### config.mk
export PLATFORM = sky130hd
export DESIGN_NAME = regfile_hazard_ctrl
export DESIGN_NICKNAME = d
export VERILOG_FILES = /design/src/rtl/regfile_hazard_pkg.sv /design/src/rtl/hazard_match.sv /design/src/rtl/regfile_hazard_ctrl.sv
export SDC_FILE = /design/constraint.sdc
export NUM_CORES = 1
export LEC_CHECK = 0
export BUFFER_PORTS_ARGS = -buffer_cell sky130_fd_sc_hd__buf_4
export CORE_MARGIN = 2
export CORE_UTILIZATION = 42
export DETAILED_ROUTE_END_ITERATION = 8
export GPL_TIMING_DRIVEN = 0
export PLACE_DENSITY_LB_ADDON = 0.25
export SLEW_MARGIN = 20
export SYNTH_ARGS = -nofsm -noshare
export SYNTH_HDL_FRONTEND = slang
export SYNTH_SLANG_ARGS = --single-unit
### constraint.sdc
create_clock -name clk -period 6 [get_ports clk]
set_clock_uncertainty 0.1 [all_clocks]
set_input_delay 0.6 -clock clk [delete_from_list [all_inputs] [get_ports clk]]
set_output_delay 0.6 -clock clk [all_outputs]
set_load 0.02 [all_outputs]
### src/rtl/regfile_hazard_pkg.sv
`default_nettype none
// ============================================================================
// Module   : regfile_hazard_pkg
// Brief    : Shared encodings, stage tracking entry and helpers for hazard ctrl
// Revision : 1.0 - initial release
// ============================================================================
package regfile_hazard_pkg;

  localparam int AW_DEF = 5;

  localparam logic [1:0] FWD_RF  = 2'b00;
  localparam logic [1:0] FWD_MEM = 2'b01;
  localparam logic [1:0] FWD_WB  = 2'b10;

  typedef struct packed {
    logic              v;
    logic [AW_DEF-1:0] rd;
    logic              wen;
    logic              ld;
  } stage_entry_t;

  function automatic logic writes_rd(input stage_entry_t e);
    return e.v & e.wen & (e.rd != '0);
  endfunction

  // Newest producer wins; a matching load in EX is never selected because it stalls.
  function automatic logic [1:0] fwd_select(input logic hit_ex,
                                            input logic ex_is_load,
                                            input logic hit_mem);
    logic [1:0] sel;
    sel = FWD_RF;
    if (hit_mem) sel = FWD_WB;
    if (hit_ex && !ex_is_load) sel = FWD_MEM;
    return sel;
  endfunction

endpackage
`default_nettype wire

### src/rtl/hazard_match.sv
`default_nettype none
// ============================================================================
// Module   : hazard_match
// Brief    : Dependency test of one source operand against one in-flight stage
// Revision : 1.0 - initial release
// ============================================================================
module hazard_match
  import regfile_hazard_pkg::*;
#(
  parameter int AW = AW_DEF
) (
  input  logic          v,
  input  logic          wen,
  input  logic [AW-1:0] rd,
  input  logic [AW-1:0] rs,
  input  logic          use_rs,
  output logic          hit
);

  // x0 is hard-wired zero, so it can never create a dependency.
  assign hit = v & wen & use_rs & (rd == rs) & (rs != '0);

endmodule
`default_nettype wire

### src/rtl/regfile_hazard_ctrl.sv
`default_nettype none
// ============================================================================
// Module   : regfile_hazard_ctrl
// Brief    : EX/MEM/WB scoreboard, load-use stall, forwarding and RF write strobe
// Revision : 1.0 - initial release
// ============================================================================
module regfile_hazard_ctrl
  import regfile_hazard_pkg::*;
#(
  parameter int AW    = AW_DEF,
  parameter int CNT_W = 16
) (
  input  logic             clk,
  input  logic             rst,
  input  logic             id_valid,
  input  logic [AW-1:0]    id_rs1,
  input  logic [AW-1:0]    id_rs2,
  input  logic             id_use_rs1,
  input  logic             id_use_rs2,
  input  logic [AW-1:0]    id_rd,
  input  logic             id_wen,
  input  logic             id_is_load,
  input  logic             flush,
  input  logic             mem_ready,
  output logic             stall_id,
  output logic             bubble_ex,
  output logic             freeze,
  output logic [1:0]       fwd_a,
  output logic [1:0]       fwd_b,
  output logic             byp_a,
  output logic             byp_b,
  output logic             rf_we,
  output logic [AW-1:0]    rf_waddr,
  output logic [CNT_W-1:0] stall_cnt
);

  localparam int c_ex  = 0;
  localparam int c_mem = 1;
  localparam int c_wb  = 2;

  stage_entry_t     r_ex;
  stage_entry_t     r_mem;
  stage_entry_t     r_wb;
  logic             r_wb_done;
  logic [1:0]       r_fwd_a;
  logic [1:0]       r_fwd_b;
  logic [CNT_W-1:0] r_stall_cnt;

  stage_entry_t       w_id_entry;
  logic [2:0]         w_v;
  logic [2:0]         w_wen;
  logic [2:0][AW-1:0] w_rd;
  logic [1:0][AW-1:0] w_rs;
  logic [1:0]         w_use;
  logic [2:0][1:0]    w_hit;
  logic               w_load_use;
  logic               w_issue;
  logic               w_rf_we;
  logic [1:0]         w_fwd_a_nxt;
  logic [1:0]         w_fwd_b_nxt;
  logic               w_unused;

  assign w_v   = {r_wb.v,   r_mem.v,   r_ex.v};
  assign w_wen = {r_wb.wen, r_mem.wen, r_ex.wen};
  assign w_rd  = {r_wb.rd,  r_mem.rd,  r_ex.rd};
  assign w_rs  = {id_rs2, id_rs1};
  assign w_use = {id_use_rs2, id_use_rs1};

  for (genvar s = 0; s < 3; s++) begin : g_stage
    for (genvar o = 0; o < 2; o++) begin : g_operand
      hazard_match #(
        .AW(AW)
      ) u_match (
        .v      (w_v[s]),
        .wen    (w_wen[s]),
        .rd     (w_rd[s]),
        .rs     (w_rs[o]),
        .use_rs (w_use[o]),
        .hit    (w_hit[s][o])
      );
    end
  end

  assign w_id_entry = '{v: 1'b1, rd: id_rd, wen: id_wen, ld: id_is_load};

  // A taken branch squashes the consumer, so it overrides any load-use stall.
  assign w_load_use = id_valid & (w_hit[c_ex][0] | w_hit[c_ex][1]) & r_ex.ld & ~flush;
  assign w_issue    = id_valid & ~w_load_use & ~flush;

  // done marks a WB write already performed while the pipeline was frozen.
  assign w_rf_we = writes_rd(r_wb) & ~r_wb_done;

  assign w_fwd_a_nxt = fwd_select(w_hit[c_ex][0], r_ex.ld, w_hit[c_mem][0]);
  assign w_fwd_b_nxt = fwd_select(w_hit[c_ex][1], r_ex.ld, w_hit[c_mem][1]);

  always_ff @(posedge clk or negedge rst) begin
    if (!rst) begin
      r_ex        <= '0;
      r_mem       <= '0;
      r_wb        <= '0;
      r_wb_done   <= 1'b0;
      r_fwd_a     <= FWD_RF;
      r_fwd_b     <= FWD_RF;
      r_stall_cnt <= '0;
    end else if (mem_ready) begin
      r_wb      <= r_mem;
      r_wb_done <= 1'b0;
      r_mem     <= r_ex;
      if (w_issue) begin
        r_ex    <= w_id_entry;
        r_fwd_a <= w_fwd_a_nxt;
        r_fwd_b <= w_fwd_b_nxt;
      end else begin
        r_ex    <= '0;
        r_fwd_a <= FWD_RF;
        r_fwd_b <= FWD_RF;
      end
      if (w_load_use && (r_stall_cnt != '1)) begin
        r_stall_cnt <= r_stall_cnt + CNT_W'(1);
      end
    end else if (w_rf_we) begin
      r_wb_done <= 1'b1;
    end
  end

  // Combinational outputs are forced low while reset is asserted.
  assign stall_id  = rst & (w_load_use | ~mem_ready);
  assign bubble_ex = rst & (w_load_use | flush) & mem_ready;
  assign freeze    = rst & ~mem_ready;

  assign byp_a     = w_hit[c_wb][0] & w_rf_we;
  assign byp_b     = w_hit[c_wb][1] & w_rf_we;

  assign rf_we     = w_rf_we;
  assign rf_waddr  = r_wb.rd;
  assign fwd_a     = r_fwd_a;
  assign fwd_b     = r_fwd_b;
  assign stall_cnt = r_stall_cnt;

  // The load flag has no meaning once an instruction reaches WB.
  assign w_unused  = r_wb.ld;

endmodule
`default_nettype wire
; ---- Word-level counts from Yosys, hierarchy flattened
; Cells that the tools add are included.
[word_totals]
word_cells = 81
in_bits = 24
out_inout_bits = 31
regBits = 43
[classes]
n_reduce_logical = 9
n_addsub = 1
muxes = 9
bitwise_logic = 41
n_eq_ne = 7
[op_table]
columns = cell, n
row1 = 1-bit AND, 34
row2 = 5-bit equality test, 6
row3 = "16-bit by 1-bit adder with 16-bit output, second input constant", 1
row4 = "16-bit != test, second input constant", 1
row5 = 5-bit nonzero test, 3
row6 = 2-bit 2-to-1 mux, 6
row7 = 8-bit 2-to-1 mux, 1
row8 = 1-bit inverter, 4
row9 = 1-bit logical AND, 3
row10 = 1-bit bitwise OR, 3
row11 = 1-bit 2-to-1 mux, 2
row12 = 2-bit AND reduction, 1
row13 = 2-bit nonzero test, 1
row14 = 1-bit zero test, 1

; ---- Depth between registers and ports, before layout
; Gate-level depths: netlist of run 1.
[logic_depth]
depth_word = 12
ltp_mapped = 8
depth_no_buf = 7

; ---- Hierarchy
; A second synthesis of run 1 with hierarchy kept.
[hier_totals]
hier_cells = 226
hier_area_um2 = 2322.2
[by_module_without_submodules]
columns = mod, seq_area_each_um2, area_each_um2, cells_per_inst, n_inst
row1 = regfile_hazard_ctrl, 1076.0, 1901.8, 166, 1
row2 = hazard_match, 0.0, 70.1, 10, 6

; ---- Worst setup path before layout of run 1
; No wires, ideal clock.
[synth_path]
path_type = in2out
startpoint = input port id_rs1[4]
endpoint = output port bubble_ex
setup_slack_ns = 3.521
stages = 6
arrival_ns = 1.779
cell_sequence = xnor2_1 and4_1 nand4_1 a21oi_1 a21oi_1 nor2_1
[synth_via]
elab_chain_len = 10
[synth_rtl]
columns = element, line_no
row1 = from (decl), regfile_hazard_ctrl.sv:16  ; input logic [AW-1:0] id_rs1,
row2 = 5-bit equality test, hazard_match.sv:21  ; assign hit = v & wen & use_rs & (rd == rs) & (rs != '0);
row3 = 1-bit AND, hazard_match.sv:21
row4 = 1-bit AND *, hazard_match.sv:21
row5 = 1-bit bitwise OR *, regfile_hazard_ctrl.sv:87  ; assign w_load_use = id_valid & (w_hit[c_ex][0] | w_hit[c_ex][1]) & r_ex.ld & ~flush;
row6 = 1-bit AND * (3 in series), regfile_hazard_ctrl.sv:87
row7 = 1-bit bitwise OR *, regfile_hazard_ctrl.sv:128  ; assign bubble_ex = rst & (w_load_use | flush) & mem_ready;
row8 = 1-bit AND * (2 in series), regfile_hazard_ctrl.sv:128
row9 = to (decl), regfile_hazard_ctrl.sv:26  ; output logic bubble_ex,
; Every way passes the cells marked *; elsewhere a longest branch is shown, timed or not.

; ---- Worst setup path after layout of run 1
[layout_path]
startpoint = register r_ex[6] in the netlist's numbering
endpoint = output port bubble_ex
[layout_via]
elab_chain_len = 10
[layout_rtl]
columns = element, line_no
row1 = from (decl), regfile_hazard_ctrl.sv:41  ; stage_entry_t r_ex;
row2 = from (signal assigned), regfile_hazard_ctrl.sv:110  ; r_ex <= w_id_entry;
row3 = 5-bit equality test, hazard_match.sv:21
row4 = 1-bit AND (2 in series), hazard_match.sv:21
row5 = 1-bit bitwise OR *, regfile_hazard_ctrl.sv:87
row6 = 1-bit AND * (3 in series), regfile_hazard_ctrl.sv:87
row7 = 1-bit bitwise OR *, regfile_hazard_ctrl.sv:128
row8 = 1-bit AND * (2 in series), regfile_hazard_ctrl.sv:128
; Marks and branches as above.

==> key figures, run 1 <==
Global routing
  • Global-route wire length before repair: 8230 µm
  • Initial antenna violation count: 0
  • Overall Global Routing Usage: 0.175
  • Largest net degree at the start of global routing: 47
  • GRT overflow: 0
  • Vias in the first global route: 1638

Route
  • DR vias: 1702
  • Total Wirelength: 4950 µm
  • Drt initial violations: 81
  • Drt first pass iters: 4
  • Drt drc: 0
  • DR WL/cell: 14.8 µm
  • Vias per inst: 5.08
  • Final ANT Viol Nets: 0

Clocking
  • # hold bufs at CTS: 0
  • H-tree depth: 2
  • CTS sink cnt: 43
  • CTS Buffer Depth: 2
  • Clock latency on the worst-skew pair: 0.29 ns
  • Post-CTS Setup Repair Bufs: 0
  • CTS root buf: clkbuf_8
  • CTS tree: built
  • # resized after CTS: 0
  • TritonCTS buffer count: 5
  • CTS clock-pin slew for the worst setup and hold paths: 0.08 ns

Floorplanning
  • Die Y: 77.1 µm
  • Core Footprint: 5140 µm²
  • # IOs: 55
  • Die Area: 5940 µm²
  • Die W: 77.1 µm
  • Row Count: 26
  • Initial core utilization: 0.436

Power
  • Sw Share: 0.251
  • Sequential share of power: 0.530
  • Int Power: 449 µW
  • Clock power frac: 0.333
  • IR Drop Worst-Case VDD: 0.103 mV
  • Pleak: 0.00136 µW
  • Switching power: 151 µW
  • Combinational Power Share: 0.138
  • Pwr dens: 211 nW/µm²

STA
  • Worst slew pin tran: 0.568 ns
  • Fmax: 353 MHz
  • Slew Limit Headroom: 0.622
  • Final worst-path cycle share: 0.472
  • Fin crit period: 2.83 ns
  • Setup violations, final: 0
  • Final Max Slew Viols: 0
  • Fin. Hold Viols: 0
  • Final WS setup: 3.17 ns
  • Setup repair after global routing missed its margin: false
  • Setup tns final: 0 ns

Synth
  • Number of synthesized register bits: 43
  • Sequential element share of the synthesized area: 0.480
  • Syn Area/Cell: 11.0 µm²
  • Cell area after synthesis: 2240 µm²
  • Async SR Flop Fraction: 1.00
  • Synth warn: 0
  • Main flop type after synthesis: dfrtp_1
  • Netlist cell types: 35
  • Number of synthesized flops with an enable pin: 0
  • Post-synthesis instance total: 203
  • Synthesized Nets: 228

Setup path
  • Slowest CP cell: dfrtp_1
  • Delay of the slowest critical-path stage: 0.44 ns
  • Critical Path, Cell by Cell: xnor2_1 > and4_1 > nand4_1 > a21oi_1 > a21oi_1 > nor2_1 > buf_4
  • Worst EP required: 5.30 ns
  • CP endpoint kind: output pin
  • CP dominant cell by count: a21oi_1
  • Crit path max fanout: 4
  • CP arrival: 2.13 ns
  • Worst r2r src: r_ex[6]
  • Critical path class: reg -> out
  • CP startpoint kind: flip-flop
  • Crit path launch: r_ex[6]

Place
  • Port bufs: 54
  • Setup WS pre-CTS: 3.16 ns
  • DP Wirelength: 3760 µm
  • Placed cell area: 2740 µm²
  • Placed insts: 327
  • Placer Congestion: 0.822

Run status
  • Status: completed

Final layout
  • Final Non-Filler Cells: 335
  • Final Cell Area: 2840 µm²
  • Ant diodes: 0
  • Area grow syn2layout: 26.5%
  • Share of cells above drive strength 1: 0.309
  • Nets: 289

Hold path
  • Worst Hold Class: in -> async

Flow run
  • Max Cap Viol: 0
## worst max-delay path, delay by kind of cell, from the launching register on
kind | cells | cell delay (ns)
AOI/OAI and AO/OA | 2 | 0.52
and+or+nand+nor | 3 | 0.53
xor gates and xnor gates | 1 | 0.21
DFF | 1 | 0.44
buffers and inverters | 1 | 0.15
## sequential cells by signal, indices dropped and copies added (netlist names)
register / flops
r_ex: 8
fwd_a: 2
r_wb_done: 1
r_mem: 7
stall_cnt: 16
fwd_b: 2
rf_waddr: 5
r_wb: 2
## final timing paths
kind / end / slack, ns / cells past startpoint
setup / recovery: bubble_ex / 3.17 / 7
hold / removal: stall_cnt[4] / 0.18 / 1
setup reg to reg: stall_cnt[13] / 3.74 / 7
hold reg to reg: stall_cnt[15] / 0.40 / 1
max in group asynchronous: r_ex[4] / 5.23 / 1
min in group clk: stall_cnt[15] / 0.40 / 1
## cell usage in the layout (no fill, tap or decap), types with 5 or more instances in the layout
cell type | netlist | layout
xnor2_1 | 24 | 24
inv_1 | 5 | 5
nand3_1 | 13 | 13
a22o_1 | 7 | 7
nor2_1 | 14 | 14
nor3_1 | 6 | 6
nand2_1 | 12 | 12
buf_4 | 0 | 54
mux2_2 | 15 | 15
dfrtp_1 | 43 | 43
clkbuf_8 | 0 | 7
xor2_1 | 21 | 21
nand4_1 | 9 | 9
## per-stage QoR
step	hold slack, ns	power [µW]	utilization
final	0.185	599	0.552
after global routing	0.239	630	0.552
after CTS	0.209	608	0.552
after detailed placement	0.380	407	0.532
after global placement	0.370	405	0.532
after floorplan	0.204	366	-
## cells in the mapped netlist (2+ instances only)
cell type | count | area [µm²]
a21oi_1 | 2 | 10.0
a22o_1 | 7 | 61.3
and4_1 | 2 | 17.5
and4bb_1 | 2 | 25.0
buf_1 | 2 | 7.51
dfrtp_1 | 43 | 1080
inv_1 | 5 | 18.8
mux2_2 | 15 | 169
nand2_1 | 12 | 45.0
nand2b_1 | 2 | 12.5
nand3_1 | 13 | 65.1
nand4_1 | 9 | 56.3
nor2_1 | 14 | 52.6
nor2b_1 | 2 | 12.5
nor3_1 | 6 | 30.0
nor4_1 | 2 | 12.5
o21ai_0 | 2 | 10.0
o2bb2ai_1 | 2 | 17.5
o32ai_1 | 2 | 17.5
xnor2_1 | 24 | 210
xor2_1 | 21 | 184
## layout make-up
cell class / instances / area [µm²]
Tap cell: 70 / 87.6
Sequential cell: 43 / 1080
Fill cell: 515 / 2300
Timing Repair Buffer: 54 / 405
Multi-Input combinational cell: 151 / 1120
Inverter: 6 / 22.5
Buffer: 3 / 18.8
Clock buffer: 8 / 100
## cells by family after synthesis
| logic type | count (synthesis) | share of synthesized area |
|---|---|---|
| fa+ha+maj | 1 | 0.00558 |
| xor+xnor | 45 | 0.176 |
| flops | 43 | 0.480 |
| buf+inv | 9 | 0.0184 |
| mux | 15 | 0.0753 |
| simple gates | 70 | 0.168 |
| compound gates | 20 | 0.0770 |
## power by group through the flow
stage | Clock (µW) | Combinational (µW) | Sequential, µW
floorplan | 0 | 43.4 | 322
global placement | 0 | 82.2 | 323
detailed placement | 0 | 83.7 | 323
CTS | 207 | 83.7 | 318
global route | 218 | 92.4 | 320
finish | 199 | 82.5 | 317
## routing by layer
layer  GRT usage  share of wire
met2       0.252           0.45
met5           0              0
met4      0.0643          0.016
met1       0.265           0.50
met3      0.0271          0.032
No activity file was read; power rests on OpenSTA's default activity.
==> inputs of run 2 (changes only) <==
==> constraint.sdc (replaced) <==
create_clock -name clk -period 2.7 [get_ports clk]
set_clock_uncertainty 0.1 [all_clocks]
set_input_delay 0.27 -clock clk [delete_from_list [all_inputs] [get_ports clk]]
set_output_delay 0.27 -clock clk [all_outputs]
set_load 0.02 [all_outputs]
==> run 2 against run 1 <==
Global-route usage about the same. Setup slack got worse by 2.9 ns. First-iteration DRC count rose by 2.5%. Highest routed layer unchanged. Die area did not move. Critical endpoint unchanged. Non-clock buffer count rose by 1. Register-to-register slack worse by 3.3 ns.
==> key figures, run 2 (same netlist as run 1, synthesis figures left out) <==
Setup path
  • Delay of the slowest critical-path stage: 0.44 ns (about the same)
  • Worst EP required: 2.33 ns (-2.97 ns)
  • Slowest CP cell: dfrtp_1
  • R2R cell count: 7 (unchanged)
  • Crit path max fanout: 4 (unchanged)
  • Critical Path, Cell by Cell: xnor2_1 > and4_1 > nand4_1 > a21oi_2 > a21oi_1 > nor2_1 > buf_4
  • Critical path class: reg -> out
  • Worst Path Buf+Inv: 1 (unchanged)
  • Critical path depth in cells: 7 (unchanged)
  • CP delay by family, top: simple AND/OR/NAND/NOR gates
  • CP startpoint kind: flip-flop
  • CP endpoint kind: output pin
  • CP arrival: 2.04 ns (-0.09 ns)

Run status
  • Status: completed

Place
  • Placer Congestion: 0.822 (unchanged)
  • Placed cell area: 2740 µm² (unchanged)
  • DP Wirelength: 3760 µm (unchanged)
  • Port bufs: 54 (unchanged)
  • Placed insts: 327 (unchanged)

Final layout
  • Share of cells above drive strength 1: 0.312 (+0.00260)
  • Most frequent cells in the layout: buf_4, dfrtp_1, xnor2_1
  • Ant diodes: 0 (unchanged)
  • Final Cell Area: 2850 µm² (+0.49%)
  • Final Non-Filler Cells: 336 (+0.30%)
  • Nets: 290 (+0.35%)
  • Area grow syn2layout: 27.1%
  • Most common cell after layout, fill and taps aside: buf_4
  • Max reg flops: 16 (unchanged)

Hold path
  • Worst Hold Class: in -> reg
  • Hold Path Cell Cnt: 2

Global routing
  • GR peak layer: met1
  • Met1 Usage GRT: 0.265 (+0.000758)
  • Largest net degree at the start of global routing: 47 (unchanged)
  • GRT overflow: 0 (unchanged)
  • Global-route wire length before repair: 8250 µm (+0.17%)
  • Vias in the first global route: 1641 (+0.18%)
  • GR Layer Usage met3: 0.0271 (unchanged)
  • Met2 usage: 0.252 (unchanged)
  • Overall Global Routing Usage: 0.175 (+0.000251)
  • Initial antenna violation count: 0 (unchanged)

Flow run
  • Max Cap Viol: 0 (unchanged)

Clocking
  • CTS sink cnt: 43 (unchanged)
  • CTS Buffer Depth: 2 (unchanged)
  • CTS root buf: clkbuf_8
  • Clock latency on the worst-skew pair: 0.29 ns (about the same)
  • CTS tree: built
  • H-tree depth: 2 (unchanged)
  • CTS clock-pin slew for the worst setup and hold paths: 0.07 ns (about the same)
  • TritonCTS buffer count: 5 (unchanged)

Floorplanning
  • Core Footprint: 5140 µm² (unchanged)
  • Die W: 77.1 µm (unchanged)
  • Row Count: 26 (unchanged)
  • Die Y: 77.1 µm (unchanged)
  • # IOs: 55 (unchanged)
  • Die Area: 5940 µm² (unchanged)
  • Initial core utilization: 0.436 (unchanged)

STA
  • Fin crit period: 2.41 ns
  • Final Max Slew Viols: 0 (unchanged)
  • Setup repair after global routing missed its margin: false
  • Worst slew pin tran: 0.566 ns (-0.00148 ns)
  • Final worst-path cycle share: 0.894
  • Slew Limit Headroom: 0.622 (+0.000989)
  • Setup tns final: 0 ns (unchanged)
  • Setup violations, final: 0 (unchanged)
  • Fmax: 414 MHz
  • Hold WS: 0.0928 ns (-0.0921 ns)
  • Fin. Hold Viols: 0 (unchanged)

Route
  • Vias per inst: 5.13 (+0.87%)
  • DR WL/cell: 14.8 µm (about the same)
  • Drt drc: 0 (unchanged)
  • Drt initial violations: 83 (+2.5%)
  • DR vias: 1722 (+1.2%)
  • Final ANT Viol Nets: 0 (unchanged)
  • Total Wirelength: 4960 µm (+0.30%)
  • Drt first pass iters: 4 (unchanged)

Power
  • Pleak: 0.00136 µW (+0.31%)
  • Pwr dens: 468 nW/µm² (+120%)
  • IR Drop Worst-Case VDD: 0.228 mV (+120%)
run 2: routing by layer:
metal / share of wire / wire length, µm / vias to the layer above
met5: 0 / 0 / -
met3: 0.038 / 188 / 7
met2: 0.46 / 2260 / 40
met4: 0.016 / 80 / 0
met1: 0.49 / 2430 / 830
li1: - / - / 845
run 2: repair_timing:
item / 4_1_cts / 5_1_grt
gates resized for setup: 0 / 1
hold buffers: 1 / 0
endpoints found under the hold margin: 43 / 0
endpoints found under the setup margin: 0 / 1
setup buffers: 0 / 0
run 2: path summary, 6_finish.rpt:
check                      slack [ns]             to          start
setup / recovery                 0.29      bubble_ex        r_ex[6]
max in group asynchronous        1.70        r_ex[4]            rst
hold / removal                   0.09        r_ex[2]       id_rd[0]
min in group asynchronous        0.41   stall_cnt[4]            rst
hold reg to reg                  0.40  stall_cnt[15]  stall_cnt[15]
setup reg to reg                 0.40  stall_cnt[13]        r_ex[6]
run 2: final cells by class:
| type | count | area [µm²] |
|---|---|---|
| flip-flops and latches | 43 | 1080 |
| well taps | 70 | 87.6 |
| repair buffers | 55 | 415 |
| plain buffers | 3 | 18.8 |
| fillers | 515 | 2290 |
| clock buffers | 8 | 100 |
| multi-input cells | 151 | 1130 |
| inverters | 6 | 22.5 |
run 2: power breakdown:
group | total (µW) | internal (µW) | leakage [µW] | switching, µW
sequential | 705 | 670 | 0.000589 | 35.5
clock | 443 | 233 | 0.0000515 | 210
combinational | 185 | 94.5 | 0.000720 | 90.1
total | 1330 | 998 | 0.00136 | 335
run 2: stage by stage:
| step | total power (µW) | utilization | setup slack [ns] |
|---|---|---|---|
| after CTS | 1350 | 0.554 | 0.144 |
| after detailed placement | 904 | 0.532 | 0.410 |
| after global routing | 1400 | 0.554 | 0.0907 |
| after floorplan | 813 | - | 0.584 |
| after global placement | 900 | 0.532 | 0.467 |
| final | 1330 | 0.554 | 0.286 |
